### config.mk
export PLATFORM = sky130hd
export DESIGN_NAME = hazard_ctrl
export DESIGN_NICKNAME = d
export VERILOG_FILES = /design/src/rtl/hazard_ctrl_pkg.sv /design/src/rtl/hazard_fwd_unit.sv /design/src/rtl/hazard_ctrl.sv
export SDC_FILE = /design/constraint.sdc
export NUM_CORES = 1
export LEC_CHECK = 0
export ABC_CLOCK_PERIOD_IN_PS = 2900
export BUFFER_PORTS_ARGS = -buffer_cell sky130_fd_sc_hd__buf_4
export CAP_MARGIN = 20
export CORE_MARGIN = 1.5
export CORE_UTILIZATION = 32
export CTS_CLUSTER_DIAMETER = 30
export DETAILED_ROUTE_END_ITERATION = 12
export GPL_TIMING_DRIVEN = 0
export PLACE_DENSITY = 0.7
export SLEW_MARGIN = 20
export SYNTH_ARGS = -nofsm -noshare
export SYNTH_HDL_FRONTEND = slang
export SYNTH_SLANG_ARGS = --single-unit
### constraint.sdc
create_clock -name clk -period 2.9 [get_ports clk]
set_clock_uncertainty 0.1 [all_clocks]
set_input_delay 0.29 -clock clk [delete_from_list [all_inputs] [get_ports clk]]
set_output_delay 0.29 -clock clk [all_outputs]
set_load 0.02 [all_outputs]
### src/rtl/hazard_ctrl_pkg.sv
// ============================================================================
// hazard_ctrl_pkg : shared encodings for the pipeline hazard controller
// Rev 1.0
// ============================================================================
`default_nettype none

package hazard_ctrl_pkg;

  localparam logic [1:0] FWD_RF   = 2'b00;
  localparam logic [1:0] FWD_WB   = 2'b01;
  localparam logic [1:0] FWD_MEM  = 2'b10;

  localparam logic [1:0] RES_LOAD = 2'b01;

  typedef enum logic [0:0] {
    IDLE = 1'b0,
    BUSY = 1'b1
  } hz_state_e;

endpackage

`default_nettype wire

### src/rtl/hazard_fwd_unit.sv
// ============================================================================
// hazard_fwd_unit : EX operand forwarding select for one source operand
// Rev 1.0
// ============================================================================
`default_nettype none

module hazard_fwd_unit
  import hazard_ctrl_pkg::*;
#(
  parameter int REG_W = 5
) (
  input  logic [REG_W-1:0] rs_e,
  input  logic [REG_W-1:0] rd_m,
  input  logic [REG_W-1:0] rd_w,
  input  logic             reg_write_m,
  input  logic             reg_write_w,
  output logic [1:0]       fwd_sel
);

  // MEM holds the younger result, so it is checked first
  always_comb begin
    fwd_sel = FWD_RF;
    if (reg_write_m && (rd_m != '0) && (rd_m == rs_e)) begin
      fwd_sel = FWD_MEM;
    end else if (reg_write_w && (rd_w != '0) && (rd_w == rs_e)) begin
      fwd_sel = FWD_WB;
    end
  end

endmodule

`default_nettype wire

### src/rtl/hazard_ctrl.sv
// ============================================================================
// hazard_ctrl : stall/flush/forwarding control for the 5-stage RISC-V pipeline,
// with multi-cycle FP occupancy tracking. HAZARD_PERF_EN adds perf counters.
// Rev 1.0
// ============================================================================
`default_nettype none

module hazard_ctrl
  import hazard_ctrl_pkg::*;
#(
  parameter int MULTI_LAT = 4,
  parameter int REG_W     = 5
) (
  input  logic             clk,
  input  logic             reset,
  input  logic [REG_W-1:0] Rs1D,
  input  logic [REG_W-1:0] Rs2D,
  input  logic [REG_W-1:0] Rs1E,
  input  logic [REG_W-1:0] Rs2E,
  input  logic [REG_W-1:0] RdE,
  input  logic [REG_W-1:0] RdM,
  input  logic [REG_W-1:0] RdW,
  input  logic             RegWriteM,
  input  logic             RegWriteW,
  input  logic [1:0]       ResultSrcE,
  input  logic             PCSrcE,
  input  logic             MultiE,
  output logic             StallF,
  output logic             StallD,
  output logic             StallE,
  output logic             FlushD,
  output logic             FlushE,
  output logic             FlushM,
  output logic [1:0]       ForwardAE,
  output logic [1:0]       ForwardBE,
  output logic             Busy
`ifdef HAZARD_PERF_EN
  ,
  output logic [31:0]      PerfLwStall,
  output logic [31:0]      PerfFlush,
  output logic [31:0]      PerfMultiStall
`endif
);

  localparam int              CNT_W    = $clog2(MULTI_LAT) + 1;
  localparam logic [CNT_W-1:0] CNT_LOAD = CNT_W'((MULTI_LAT > 1) ? (MULTI_LAT - 2) : 0);
  localparam logic [CNT_W-1:0] CNT_ONE  = CNT_W'(1);

  hz_state_e        state_q, state_d;
  logic [CNT_W-1:0] cnt_q, cnt_d;
  logic             lw_stall;
  logic             multi_stall;

  hazard_fwd_unit #(.REG_W(REG_W)) u_fwd_a (
    .rs_e(Rs1E), .rd_m(RdM), .rd_w(RdW),
    .reg_write_m(RegWriteM), .reg_write_w(RegWriteW),
    .fwd_sel(ForwardAE)
  );

  hazard_fwd_unit #(.REG_W(REG_W)) u_fwd_b (
    .rs_e(Rs2E), .rd_m(RdM), .rd_w(RdW),
    .reg_write_m(RegWriteM), .reg_write_w(RegWriteW),
    .fwd_sel(ForwardBE)
  );

  assign lw_stall = (ResultSrcE == RES_LOAD) && (RdE != '0) &&
                    ((RdE == Rs1D) || (RdE == Rs2D));

  // The trigger cycle itself stalls, so BUSY only covers the remaining MULTI_LAT-2
  always_comb begin
    state_d     = state_q;
    cnt_d       = cnt_q;
    multi_stall = 1'b0;
    case (state_q)
      IDLE: begin
        if (MultiE && (MULTI_LAT > 1)) begin
          multi_stall = 1'b1;
          cnt_d       = CNT_LOAD;
          state_d     = BUSY;
        end
      end
      BUSY: begin
        if (cnt_q != '0) begin
          multi_stall = 1'b1;
          cnt_d       = cnt_q - CNT_ONE;
        end else begin
          state_d = IDLE;
        end
      end
    endcase
  end

  always_ff @(posedge clk or posedge reset) begin
    if (reset) begin
      state_q <= IDLE;
      cnt_q   <= '0;
    end else begin
      state_q <= state_d;
      cnt_q   <= cnt_d;
    end
  end

  always_comb begin
    if (multi_stall) begin
      StallF = 1'b1;
      StallD = 1'b1;
      StallE = 1'b1;
      FlushD = 1'b0;
      FlushE = 1'b0;
      FlushM = 1'b1;
    end else begin
      StallF = lw_stall;
      StallD = lw_stall;
      StallE = 1'b0;
      FlushD = PCSrcE;
      FlushE = lw_stall || PCSrcE;
      FlushM = 1'b0;
    end
  end

  assign Busy = multi_stall;

`ifdef HAZARD_PERF_EN
  logic [31:0] perf_lw_q, perf_lw_d;
  logic [31:0] perf_fl_q, perf_fl_d;
  logic [31:0] perf_ms_q, perf_ms_d;

  always_comb begin
    perf_lw_d = (perf_lw_q == 32'hFFFF_FFFF) ? perf_lw_q : perf_lw_q + 32'(lw_stall);
    perf_fl_d = (perf_fl_q == 32'hFFFF_FFFF) ? perf_fl_q : perf_fl_q + 32'(PCSrcE);
    perf_ms_d = (perf_ms_q == 32'hFFFF_FFFF) ? perf_ms_q : perf_ms_q + 32'(multi_stall);
  end

  always_ff @(posedge clk or posedge reset) begin
    if (reset) begin
      perf_lw_q <= '0;
      perf_fl_q <= '0;
      perf_ms_q <= '0;
    end else begin
      perf_lw_q <= perf_lw_d;
      perf_fl_q <= perf_fl_d;
      perf_ms_q <= perf_ms_d;
    end
  end

  assign PerfLwStall    = perf_lw_q;
  assign PerfFlush      = perf_fl_q;
  assign PerfMultiStall = perf_ms_q;
`endif

endmodule

`default_nettype wire

== After elaboration in Yosys (flattened, before gate mapping) ==
Index checks and enable logic that the tools add are counted.

* Add/sub/neg operators: 1
* Reductions and logical operators: 15
* Bitwise logic cells: 1
* Equal/unequal tests: 9
* Multiplexer cells: 14

{| class="wikitable"
|+ Operators by type and width
! cell !! number
|-
| $eq A5 B5 Y1 || 6
|-
| $reduce_bool A5 Y1 || 3
|-
| $logic_and A1 B1 Y1 || 8
|-
| $mux W1 || 8
|-
| $mux W3 || 2
|-
| $pmux W3 S2 || 1
|-
| $mux W2 || 2
|-
| $reduce_bool A3 Y1 || 1
|-
| $sub A3 B1 Y3 const B || 1
|-
| $eq A2 B1 Y1 const B || 1
|-
| $logic_or A1 B1 Y1 || 2
|-
| $ne A2 B1 Y1 const B || 1
|-
| $ne A2 B2 Y1 const B || 1
|-
| $pmux W1 S2 || 1
|-
| $reduce_and A2 Y1 || 1
|-
| $not A1 Y1 || 1
|}

* Flip-flop bits (word level): 4
* Word-level logic and storage cells: 42
* Output and inout bits: 11

== Logic depth before layout (Yosys ltp) ==
* Word-level depth: 5
* Mapped depth: 7

== Modules after synthesis ==
A second synthesis with hierarchy kept.

* Cells, all modules: 86
* Area total of the unflattened synthesis: 680.7 um^2

{| class="wikitable"
|+ By module, submodules not included
! module !! area an instance (um^2) !! times used !! cells an instance
|-
| hazard_ctrl || 377.9 || 1 || 46
|-
| hazard_fwd_unit || 151.4 || 2 || 20
|}

== Worst setup path after synthesis ==
Ideal clock, no wire load.

* Path kind: input to output
* Start point: input port RdM[1]
* End point: output port ForwardAE[0]
* Arrival time: 1.638 ns
* Slack: 0.872 ns
* Data required time: 2.510 ns
* Stages: 4
* Cells stage by stage: or4_1 > o21ai_2 > nor4_1 > nor4_2

* Word-level cells in the longest chain between the ends: 4
* Elaborated cells on any way between the ends: 5
* Classes of those cells: eq/ne (1); mux (1); reduce/logical (3)

{| class="wikitable"
|+ RTL lines
! what !! line !! RTL
|-
| start, declared || hazard_ctrl.sv:21 || <nowiki>input logic [REG_W-1:0] RdM,</nowiki>
|-
| $reduce_bool A5 Y1 || hazard_fwd_unit.sv:23 || <nowiki>if (reg_write_m && (rd_m != '0) && (rd_m == rs_e)) begin</nowiki>
|-
| $logic_and A1 B1 Y1 || hazard_fwd_unit.sv:23 ||
|-
| $logic_and A1 B1 Y1 (*) || hazard_fwd_unit.sv:23 ||
|-
| $mux W2 (*) || hazard_fwd_unit.sv:23 ||
|-
| end, declared || hazard_ctrl.sv:34 || <nowiki>output logic [1:0] ForwardAE,</nowiki>
|}

Every way passes the cells marked *; elsewhere a longest branch is shown, timed or not.

== Worst setup path in the final report ==
* Start point: register cnt_q[0]
* End point: output port FlushE

* Word-level cells in the longest chain between the ends: 4

{| class="wikitable"
|+ RTL lines
! what !! line !! RTL
|-
| start, declared || hazard_ctrl.sv:50 || <nowiki>logic [CNT_W-1:0] cnt_q, cnt_d;</nowiki>
|-
| start signal, assigned || hazard_ctrl.sv:99 || <nowiki>cnt_q <= cnt_d;</nowiki>
|-
| $reduce_bool A3 Y1 || hazard_ctrl.sv:83 || <nowiki>if (cnt_q != '0) begin</nowiki>
|-
| $mux W1 || hazard_ctrl.sv:83 ||
|-
| $pmux W1 S2 || hazard_ctrl.sv:74 || <nowiki>case (state_q)</nowiki>
|-
| $mux W1 || hazard_ctrl.sv:104 || <nowiki>if (multi_stall) begin</nowiki>
|-
| end, declared || hazard_ctrl.sv:32 || <nowiki>output logic FlushE,</nowiki>
|}

Every way passes these cells.

==> impl_metrics.yaml <==
global_routing:
  top_usage_layer: "met2"
  groute.layer.met1.usage_pct: 13.8
  grt_pass1_vias: 695
  gr-total-overflow: 0
  grt_max_degree: 7
  antenna_found_initial: 0
  use_met3_pct: 7.04
  grt_first_pass_wirelength_um: 2550
  met2_usage_pct: 32.0
  grt.total_usage_pct: 15.5
clock_tree:
  htreeDepth: 1
  cts_buffers: 3
  cts_tree: "yes"
  root_buffer: "clkbuf_4"
  path_clk_slew_ns: 0.04
  clockBufferDepth: 2
  clock_latency_ns: 0.24
  clock_sinks: 4
critical_path:
  worst_ep_required_time_ns: 2.51
  cp.arrival_ns: 1.90
  startpoint_type: "register"
  worstSetupPathType: "reg2out"
  end_kind: "output port"
  cp_max_fo: 6
timing:
  final.period_utilization_pct: 79.0
  tightest_slew_ns: 0.464
  setup_viol: 0
  relSlewSlack_pct: 68.8
  period_needed_ns: 2.29
  finalHoldViolCount: 0
  rsz0062_at_grt: "no"
  max_freq_mhz: 436
  slew_violations: 0
  fin_tns_setup_ns: 0
synthesis:
  syn-cell-area_um2: 652
  synth_cells: 80
  synth_compound_area_share_pct: 9.60
  syn-mean-instance-area_um2: 8.15
  synth_top_cell_area_share_pct: 32.2
  muxShareOfSynthArea_pct: 1.54
  synth_area_leaders: "xor2_1 32%, dfrtp_1 15%, xnor2_1 8.1%"
  synth_xor_area_share_pct: 40.3
  synth_simple_gate_area_share_pct: 21.9
  synthDistinctLibCells: 25
  synth_warnings: 0
  ys_seq_area_share_pct: 15.4
  syn-num-nets: 125
  synthAdderAreaFrac_pct: 3.84
  synth_top_family_by_area: "XOR/XNOR gates"
  ys_ff_latch: 4
  yosysTopAreaCell: "xor2_1"
cells_and_area:
  diodes: 0
  fin_nets: 184
  layout-drive-gt1-share_pct: 46.0
  nFillCells: 185
  fin_util_pct: 57.5
  seqCellArea_um2: 100
  multi_input_area_um2: 503
  final_cells: 164
  area_growth_pct: 71.2
route:
  wl_um: 1720
  vias: 749
  drtIter0Drc: 1
  firstDrtPassIters: 2
  wl_per_cell_um: 10.5
  drtAntennaViolNets: 0
  drc: 0
  viasPerCell: 4.57
die:
  die_h_um: 48.1
  io_pins: 54
  fp.dieW_um: 48.1
  initial_utilization_pct: 33.6
  num_rows: 16
  fp.coreArea_mm2: 0.00194
  die-area_mm2: 0.00232
placement:
  dp_hpwl_um: 1570
  gp_congestion: 0.813
  placed_cells: 160
  io_buffers: 53
run:
  max_cap_viol_count: 0
power_and_ir_drop:
  powerDensity_mw_per_mm2: 558
  p_leak_uw: 0.000551
  vdd_drop_max_v: 0.000415
min_path:
  min_path_type: "in2reg"
status:
  status: "completed"
## cells in the mapped netlist, drive strengths merged
cell type,instances
a22oi,1
a2bb2oi,1
and2,1
buf,3
dfrtp,4
ha,2
inv,7
mux2i,1
nand2,4
nand2b,1
nand3,3
nor2,3
nor2b,1
nor3,3
nor4,4
o21a,1
o21ai,4
o21bai,1
o31ai,1
or4,4
xnor2,6
xor2,24
## path summary, 6_finish.rpt
kind                       cells past startpoint     start       end  slack [ns]
max                                            8  cnt_q[0]    FlushE        0.61
min                                            2    MultiE  cnt_q[2]        0.14
max reg2reg                                    7  cnt_q[0]  cnt_q[0]        1.37
min reg2reg                                    1  cnt_q[0]  cnt_q[0]        0.38
max in group asynchronous                      3     reset  cnt_q[1]        2.16
min in group asynchronous                      3     reset   state_q        0.39
## where the power goes
| part | switching, µW | internal [µW] |
|---|---|---|
| Sequential | 15.9 | 84.1 |
| Clock | 23.7 | 46.4 |
| Combinational | 224 | 229 |
## state kept, by name, indices dropped and copies added (netlist names)
name and flops:
state_q 1, cnt_q 3
## layout by cell type (no fill, tap or decap), types with 2 or more instances in the layout
| cell type | netlist | layout |
|---|---|---|
| nor3_1 | 3 | 3 |
| or4_1 | 4 | 4 |
| nor4_2 | 2 | 2 |
| xor2_1 | 24 | 24 |
| inv_1 | 6 | 6 |
| o21ai_1 | 3 | 3 |
| nand3_1 | 3 | 3 |
| nand2_1 | 4 | 4 |
| ha_1 | 2 | 2 |
| clkbuf_4 | 0 | 3 |
| dfrtp_1 | 4 | 4 |
| nor4_1 | 2 | 2 |
| buf_4 | 3 | 56 |
| nor2_1 | 3 | 3 |
| xnor2_1 | 6 | 6 |
## per-layer routing
| metal | vias to the layer above | wire (µm) | share of wire, % |
|---|---|---|---|
| met3 | 0 | 280 | 16 |
| li1 | 382 | - | - |
| met1 | 314 | 621 | 36 |
| met5 | - | 0 | 0 |
| met2 | 53 | 822 | 48 |
| met4 | 0 | 0 | 0 |
## final cells by class
cell class / count / area share [%]
tap: 27 / 3.03
buffer: 3 / 2.02
clock buffer: 3 / 2.02
sequential: 4 / 8.97
inverter: 7 / 2.35
multi-input combinational: 66 / 45.1
timing repair buffer: 54 / 36.5
## worst max-delay path, cell delays in order, from the launching register on
cell	delay, ns
dfrtp_1	0.36
inv_1	0.05
ha_1	0.19
ha_1	0.20
nand2b_1	0.18
o21a_1	0.19
and2_1	0.19
o21bai_1	0.15
buf_4	0.16
## per-stage QoR
stage                     area [µm²]  hold slack [ns]  setup slack [ns]  total power, µW
final                           1120            0.135             0.609              623
after global routing            1120            0.135             0.448              694
after CTS                       1120            0.130             0.580              632
after detailed placement        1080           0.0884             0.834              559
after global placement          1080           0.0887             0.846              546
after floorplan                  652          -0.0439             0.872              378
## cell families after synthesis
kind of cell / count (synthesis)
flops: 4
fa+ha+maj: 2
compound gates: 9
buf+inv: 10
xor+xnor: 30
mux: 1
simple gates: 24
## what timing repair did
item	CTS	global route
hold buffers	1	0
endpoints found under the setup margin	0	0
gates resized for setup	0	0
hold endpoints to repair	4	0
setup buffers	0	0
Power figures use the tool's default switching activity.
